## config.mk

```make
export PLATFORM = sky130hd
export DESIGN_NAME = bin2bcd_seq
export DESIGN_NICKNAME = d
export VERILOG_FILES = /design/src/rtl/bcd_pkg.sv /design/src/rtl/bcd_add3.sv /design/src/rtl/bin2bcd_seq.sv
export SDC_FILE = /design/constraint.sdc
export NUM_CORES = 1
export LEC_CHECK = 0
export CAP_MARGIN = 20
export CORE_ASPECT_RATIO = 0.8
export CORE_MARGIN = 2
export CORE_UTILIZATION = 54
export DETAILED_ROUTE_END_ITERATION = 12
export PLACE_DENSITY = 0.88
export SYNTH_ARGS = -nofsm -noshare
export SYNTH_HDL_FRONTEND = slang
export SYNTH_SLANG_ARGS = --single-unit
```

## constraint.sdc

```tcl
create_clock -name clk -period 2 [get_ports clk]
set_input_delay 0.3 -clock clk [delete_from_list [all_inputs] [get_ports clk]]
set_output_delay 0.3 -clock clk [all_outputs]
set_load 0.1 [all_outputs]
```

## src/rtl/bcd_pkg.sv

```systemverilog
// Shared definitions for the sequential binary-to-BCD converter:
// FSM state encoding, digit width and the add-3 threshold.
package bcd_pkg;

    typedef enum logic [1:0] {
        IDLE  = 2'd0,
        SHIFT = 2'd1,
        DONE  = 2'd2
    } state_t;

    localparam int unsigned BCD_DIGIT_W = 4;

    localparam logic [BCD_DIGIT_W-1:0] ADD3_THRESH = 4'd5;

endpackage

```

## src/rtl/bcd_add3.sv

```systemverilog
// Per-digit adjust step of shift-and-add-3: digits of 5 or more get +3
// so that the following left shift carries correctly into the next digit.
module bcd_add3
    import bcd_pkg::*;
(
    input  logic [BCD_DIGIT_W-1:0] digit,
    output logic [BCD_DIGIT_W-1:0] adjusted
);

    always_comb begin
        adjusted = digit;
        if (digit >= ADD3_THRESH) begin
            adjusted = digit + 4'd3;
        end
    end

endmodule

```

## src/rtl/bin2bcd_seq.sv

```systemverilog
// Sequential binary-to-BCD converter, one input bit per cycle.
// Define BIN2BCD_OVF_EN to add the ovf port (result truncated to NUM_DIG digits).
module bin2bcd_seq
    import bcd_pkg::*;
#(
    parameter int IN_W    = 16,
    parameter int NUM_DIG = 4
) (
    input  logic                 clk,
    input  logic                 rst,
    input  logic                 start,
    input  logic [IN_W-1:0]      bin,
    output logic                 busy,
    output logic                 done,
    output logic [4*NUM_DIG-1:0] bcd
`ifdef BIN2BCD_OVF_EN
    ,
    output logic                 ovf
`endif
);

    localparam int BCD_W = BCD_DIGIT_W * NUM_DIG;
    localparam int CNT_W = $clog2(IN_W + 1);

    state_t state;
    state_t state_nxt;

    logic [IN_W-1:0]  in_sr;
    logic [BCD_W-1:0] work;
    logic [BCD_W-1:0] adj;
    logic [BCD_W-1:0] work_shift;
    logic [CNT_W-1:0] cnt;
    logic             carry_out;
    logic             load;
    logic             shift_en;
    logic             last;

    for (genvar d = 0; d < NUM_DIG; d++) begin : g_adj
        bcd_add3 u_add3 (
            .digit    (work[d*BCD_DIGIT_W +: BCD_DIGIT_W]),
            .adjusted (adj[d*BCD_DIGIT_W +: BCD_DIGIT_W])
        );
    end

    // carry_out is the bit pushed off the top digit; it only matters for overflow
    assign {carry_out, work_shift} = {adj, in_sr[IN_W-1]};
    assign last = (cnt == CNT_W'(1));

    always_ff @(posedge clk) begin
        if (!rst) begin
            state <= IDLE;
        end else begin
            state <= state_nxt;
        end
    end

    always_comb begin
        state_nxt = state;
        busy      = 1'b0;
        done      = 1'b0;
        load      = 1'b0;
        shift_en  = 1'b0;
        case (state)
            IDLE: begin
                if (start) begin
                    load      = 1'b1;
                    state_nxt = SHIFT;
                end
            end
            SHIFT: begin
                busy     = 1'b1;
                shift_en = 1'b1;
                if (last) begin
                    state_nxt = DONE;
                end
            end
            DONE: begin
                done      = 1'b1;
                state_nxt = IDLE;
            end
            default: state_nxt = IDLE;
        endcase
    end

`ifdef BIN2BCD_OVF_EN
    logic ovf_flag;
`else
    logic unused_carry;
    assign unused_carry = carry_out;
`endif

    always_ff @(posedge clk) begin
        if (!rst) begin
            in_sr <= '0;
            work  <= '0;
            cnt   <= '0;
            bcd   <= '0;
`ifdef BIN2BCD_OVF_EN
            ovf_flag <= 1'b0;
            ovf      <= 1'b0;
`endif
        end else if (load) begin
            in_sr <= bin;
            work  <= '0;
            cnt   <= CNT_W'(IN_W);
`ifdef BIN2BCD_OVF_EN
            ovf_flag <= 1'b0;
`endif
        end else if (shift_en) begin
            in_sr <= in_sr << 1;
            work  <= work_shift;
            cnt   <= cnt - CNT_W'(1);
`ifdef BIN2BCD_OVF_EN
            ovf_flag <= ovf_flag | carry_out;
`endif
            if (last) begin
                bcd <= work_shift;
`ifdef BIN2BCD_OVF_EN
                ovf <= ovf_flag | carry_out;
`endif
            end
        end
    end

endmodule

```

## After elaboration in Yosys (flattened, before gate mapping)

Index checks and enable logic that the tools add are counted.

- Register bits after elaboration: 55
- Logic and storage cells: 42

- $add $sub $neg: 5
- Magnitude comparators: 4
- Eq/ne operators: 5
- Muxes and demuxes: 15
- Bitwise logic cells: 2
- Reduce and logical (&&, ||, !) cells: 5

Operators with widths:

| kind | count |
|---|---|
| $mux 16 | 2 |
| $ge 4x3->1 const B | 4 |
| $add 4x2->4 const B | 3 |
| $mux 4 | 3 |
| $mux 5 | 2 |
| $eq 5x1->1 const B | 1 |
| $sub 5x1->5 const B | 1 |
| $mux 1 | 4 |
| $mux 2 | 2 |
| $ne 2x2->1 const B | 2 |
| $pmux 2 s2 | 1 |
| $add 3x2->3 const B | 1 |
| $mux 3 | 1 |
| $reduce_and 3->1 | 1 |
| $eq 2x1->1 const B | 1 |
| $eq 2x2->1 const B | 1 |
| $logic_not 2->1 | 1 |
| $not 1->1 | 2 |
| $reduce_and 2->1 | 1 |
| $reduce_bool 2->1 | 1 |
| $reduce_or 2->1 | 1 |

## Longest topological paths before layout

- Word-level depth: 4
- Gate-level depth with buffers: 8
- Mapped depth without buffers: 6

## Hierarchy

Synthesis repeated with hierarchy kept, for this count alone.

- Cell total of the unflattened synthesis: 315
- Area total of the unflattened synthesis: 2578.7 µm²

By module, submodules not included:

| module | instances | cells an instance | area an instance (µm²) | seq. area each (µm²) |
|---|---|---|---|---|
| bin2bcd_seq | 1 | 251 | 2173.3 | 1101.1 |
| bcd_add3 | 4 | 16 | 101.3 | 0.0 |

## Worst setup path after synthesis

OpenSTA, ideal clock, no wires.

- Kind: reg-to-output
- Start: register state[1]
- End: output done
- Arrival: 1.922 ns
- Data required time: 1.700 ns
- Slack: -0.222 ns
- Cell stages (with the launch flop): 4
- Path buffers: 1
- Path through: dfxtp_1 inv_2 clkbuf_1 nor2_1

- Longest elaborated chain between the ends: 2

RTL lines:

| item | line | text |
|---|---|---|
| from (decl) | bin2bcd_seq.sv:25 | `state_t state;` |
| from (signal assigned) | bin2bcd_seq.sv:53 | `state <= state_nxt;` |
| $eq 2x2->1 | bin2bcd_seq.sv:63 | `case (state)` |
| $mux 1 | bin2bcd_seq.sv:63 |  |
| to (decl) | bin2bcd_seq.sv:14 | `output logic done,` |

No other way between the ends.

## Final worst setup path

- Start: register state[0]
- End: output busy

- Longest elaborated chain between the ends: 2

RTL lines:

| item | line | text |
|---|---|---|
| $eq 2x1->1 | bin2bcd_seq.sv:63 |  |
| $mux 1 | bin2bcd_seq.sv:63 |  |
| to (decl) | bin2bcd_seq.sv:13 | `output logic busy,` |

No other way between the ends.

==> flow_summary.html <==
<table>
<tr><th>Metric</th><th>Value</th></tr>
<tr><th colspan="2">Global routing</th></tr>
<tr><td>Largest net degree at the start of global routing</td><td>30</td></tr>
<tr><td>Vias in the first global route</td><td>2032</td></tr>
<tr><td>First-pass GRT wire length</td><td>between 9000 and 10000 µm</td></tr>
<tr><td>Remaining global-route overflow</td><td>0</td></tr>
<tr><td>GR Util All Layers</td><td>22.3%</td></tr>
<tr><td>Initial antenna violation count</td><td>0</td></tr>
<tr><th colspan="2">STA</th></tr>
<tr><td>Portion of the clock cycle consumed by the worst path in the final layout</td><td>83.5%</td></tr>
<tr><td>Remaining max-slew budget at the tightest pin</td><td>69.4%</td></tr>
<tr><td>RSZ-0062 raised after global routing</td><td>false</td></tr>
<tr><td>Slew at the pin closest to its max-slew limit</td><td>0.459 ns</td></tr>
<tr><td>Worst Setup Slack, final</td><td>0.330 ns</td></tr>
<tr><td>Total Negative Setup Slacks</td><td>0 ns</td></tr>
<tr><td>Peak clock frequency supported by timing</td><td>599 MHz</td></tr>
<tr><td>Final min period</td><td>1.67 ns</td></tr>
<tr><td>Count of final max-slew check failures</td><td>0</td></tr>
<tr><td>Final setup fails</td><td>0</td></tr>
<tr><td>Worst clock skew</td><td>approximately 0.011 ns</td></tr>
<tr><td>Final-report hold violation count</td><td>0</td></tr>
<tr><th colspan="2">Synthesis</th></tr>
<tr><td>Top area cells in the synthesized netlist</td><td>sky130_fd_sc_hd__dfxtp_1 43%, sky130_fd_sc_hd__o22ai_1 6.9%, sky130_fd_sc_hd__a21oi_1 6.3%</td></tr>
<tr><td>Summed instance area of the synthesized netlist</td><td>about 2500 µm²</td></tr>
<tr><td>Count of cell types in the netlist</td><td>39</td></tr>
<tr><td>Register area share after synthesis</td><td>43.3%</td></tr>
<tr><td>Cell taking the most area after synthesis</td><td>sky130_fd_sc_hd__dfxtp_1</td></tr>
<tr><td>Number of synthesized register bits</td><td>55</td></tr>
<tr><td>Top_reg_cell synth</td><td>sky130_fd_sc_hd__dfxtp_1</td></tr>
<tr><td>Share of Yosys cell area claimed by the top area cell type</td><td>43.3%</td></tr>
<tr><td>Post-Syn Nets</td><td>314</td></tr>
<tr><td>Synthesized area per cell</td><td>between 8 and 9 µm²</td></tr>
<tr><td>Number of synthesized flops with an enable pin</td><td>0</td></tr>
<tr><td>Asr flop ratio synth</td><td>0%</td></tr>
<tr><td>Cell count after synthesis</td><td>285</td></tr>
<tr><td>Yosys warnings</td><td>0</td></tr>
<tr><th colspan="2">Clocking</th></tr>
<tr><td>Total number of clock tree sinks</td><td>55</td></tr>
<tr><td>Postcts setup bufs</td><td>0</td></tr>
<tr><td>Level count of the clock H-tree</td><td>2</td></tr>
<tr><td>Clock-pin transition on the worst setup and hold timing paths</td><td>roughly 0.1 ns</td></tr>
<tr><td>Gates resized, CTS repair</td><td>0</td></tr>
<tr><td>Clock latency on the worst-skew pair</td><td>0.30 ns</td></tr>
<tr><td>Cts bufs inserted</td><td>5</td></tr>
<tr><td>Clk buf depth</td><td>2</td></tr>
<tr><td>Clock tree root driver cell</td><td>sky130_fd_sc_hd__clkbuf_8</td></tr>
<tr><td>CTS tree</td><td>built</td></tr>
<tr><td>Post-cts hold buffer count</td><td>0</td></tr>
<tr><th colspan="2">Worst setup path</th></tr>
<tr><td>Worst Path Class, Setup</td><td>reg2out</td></tr>
<tr><td>Critical path required time</td><td>1.70 ns</td></tr>
<tr><td>Nature of the critical path endpoint</td><td>output pin</td></tr>
<tr><td>Arrival time at the worst endpoint</td><td>1.37 ns</td></tr>
<tr><td>Element type at the critical path start</td><td>flop</td></tr>
<tr><td>Maximum net fanout on the critical path</td><td>18</td></tr>
<tr><th colspan="2">Drt</th></tr>
<tr><td>Average routed wire per standard cell</td><td>14.2 µm</td></tr>
<tr><td>TritonRoute pass-1 iters</td><td>4</td></tr>
<tr><td>WL final</td><td>5390 µm</td></tr>
<tr><td>Iteration-0 DRC Markers</td><td>189</td></tr>
<tr><td>Antenna viol nets, final</td><td>0</td></tr>
<tr><td>Mean number of vias per cell</td><td>5.70</td></tr>
<tr><td>Routed via count</td><td>between 2000 and 2500</td></tr>
<tr><td># DRC</td><td>0</td></tr>
<tr><th colspan="2">Final layout</th></tr>
<tr><td>N_diodes</td><td>0</td></tr>
<tr><td>Area of all placed cells without fillers</td><td>3030 µm²</td></tr>
<tr><td>Ratio of cells with drive above 1 in the final layout</td><td>16.3%</td></tr>
<tr><td>Most common library cell in the layout ignoring fill and taps</td><td>sky130_fd_sc_hd__dfxtp_1</td></tr>
<tr><td>Area Overhead vs Synth</td><td>19.2%</td></tr>
<tr><td>Net count reported at finish</td><td>348</td></tr>
<tr><td>Fin cells</td><td>380</td></tr>
<tr><td>Commonest cells after routing, fill and taps aside</td><td>55 x sky130_fd_sc_hd__dfxtp_1, 32 x sky130_fd_sc_hd__a21oi_1, 28 x sky130_fd_sc_hd__nand2_1, 28 x sky130_fd_sc_hd__o22ai_1, 26 x sky130_fd_sc_hd__buf_4</td></tr>
<tr><th colspan="2">Placed design</th></tr>
<tr><td>Gp weighted congestion</td><td>~0.80</td></tr>
<tr><td>Cell Area, Placed</td><td>2930 µm²</td></tr>
<tr><td>Pre-CTS WS</td><td>around 0.38 ns</td></tr>
<tr><td>Count of input and output buffers</td><td>36</td></tr>
<tr><td>DP HPWL</td><td>3770 µm</td></tr>
<tr><td>Number of cells in the design after placement</td><td>between 300 and 400</td></tr>
<tr><th colspan="2">Die</th></tr>
<tr><td>Initial cell density of the core</td><td>approximately 56%</td></tr>
<tr><td>Top Ports</td><td>37</td></tr>
<tr><td>Die X-Extent</td><td>between 80 and 90 µm</td></tr>
<tr><td>Core Rows</td><td>22</td></tr>
<tr><td>Area of the die</td><td>~5300 µm²</td></tr>
<tr><td>Floorplan core area</td><td>~4600 µm²</td></tr>
<tr><td>Chip height</td><td>65.4 µm</td></tr>
<tr><th colspan="2">Worst hold path</th></tr>
<tr><td>Classification of the worst-slack hold path</td><td>reg2reg</td></tr>
<tr><th colspan="2">Power</th></tr>
<tr><td>Worst vdd rail ir drop</td><td>around 0.35 mV</td></tr>
<tr><td>Leakage component of the power</td><td>1.15 nW</td></tr>
<tr><td>Power Density</td><td>733 nW/µm²</td></tr>
<tr><th colspan="2">Run</th></tr>
<tr><td>Max-cap violations</td><td>0</td></tr>
<tr><th colspan="2">Outcome</th></tr>
<tr><td>Status</td><td>finished, final reports clean</td></tr>
</table>
flip-flops by register name, summed over array words and instances (netlist names):
signal / cells
in_sr: 16
state: 2
work: 16
bcd: 16
cnt: 5
cells in the mapped netlist, types with 2 or more instances:
cell type	n
sky130_fd_sc_hd__buf_4	2
sky130_fd_sc_hd__xnor2_1	6
sky130_fd_sc_hd__clkbuf_1	6
sky130_fd_sc_hd__o22ai_1	28
sky130_fd_sc_hd__a21oi_2	2
sky130_fd_sc_hd__nand2_1	28
sky130_fd_sc_hd__buf_2	9
sky130_fd_sc_hd__nor3b_1	6
sky130_fd_sc_hd__mux2_2	4
sky130_fd_sc_hd__nand2b_1	4
sky130_fd_sc_hd__a21oi_1	32
sky130_fd_sc_hd__nor2_1	17
sky130_fd_sc_hd__and2_1	2
sky130_fd_sc_hd__nor2b_1	3
sky130_fd_sc_hd__o21ai_0	10
sky130_fd_sc_hd__o211a_1	4
sky130_fd_sc_hd__nand3_1	7
sky130_fd_sc_hd__o21ai_2	2
sky130_fd_sc_hd__o221ai_1	14
sky130_fd_sc_hd__a211oi_1	5
sky130_fd_sc_hd__dfxtp_1	55
sky130_fd_sc_hd__ha_1	10
sky130_fd_sc_hd__inv_1	12
sky130_fd_sc_hd__buf_6	2
where the power goes:
group          total [mW]  internal (mW)  switching [mW]
clock network       0.661          0.317           0.344
registers            1.20           1.15          0.0526
logic               0.359          0.151           0.208
cells by family after synthesis:
logic type,count (synthesis),synth area share [%]
xor+xnor,7,2.41
simple gates,71,14.1
fa+ha+maj,10,4.92
flops,55,43.3
mux,5,2.16
compound gates,104,26.9
buf+inv,33,6.30
area by class of cell:
type / count / area, µm²
Clock buffer: 8 / 100
Fill cell: 378 / 1540
Inverter: 14 / 55.1
Multi-Input combinational cell: 197 / 1280
Sequential cell: 55 / 1100
Tap cell: 60 / 75.1
Timing Repair Buffer: 46 / 415
routing by layer:
| layer | up-vias | track usage [%] | wire [µm] |
|---|---|---|---|
| met5 | - | 0 | 0 |
| met4 | 0 | 4.45 | 25 |
| met3 | 2 | 4.12 | 248 |
| met2 | 47 | 37.0 | 2540 |
| met1 | 1015 | 30.5 | 2570 |
| li1 | 1103 | - | - |
metrics by stage:
step | hold WS (ns) | util [%] | total power, mW
after global routing | 0.497 | 66.3 | 2.32
after detailed placement | 0.465 | 64.2 | 1.58
after floorplan | 0.456 | - | 1.48
after global placement | 0.465 | 64.2 | 1.57
after CTS | 0.479 | 66.3 | 2.23
final | 0.477 | 66.3 | 2.22
critical path: stages, from the launching register on:
cell and delay (ns):
sky130_fd_sc_hd__dfxtp_1 0.57, sky130_fd_sc_hd__nand2b_4 0.10, sky130_fd_sc_hd__inv_4 0.19, sky130_fd_sc_hd__buf_12 0.21
worst paths after layout:
path	start	end	slack [ns]	cells past startpoint
worst min-delay path	bcd[2]$_SDFFE_PN0P_	bcd[2]$_SDFFE_PN0P_	0.48	2
worst min register to register	bcd[2]$_SDFFE_PN0P_	bcd[2]$_SDFFE_PN0P_	0.48	2
worst max-delay path	state[0]$_SDFFE_PN0P_	busy	0.33	3
worst max register to register	work[4]$_SDFFE_PP0P_	bcd[6]$_SDFFE_PN0P_	0.37	6
Power figures use the tool's default switching activity.
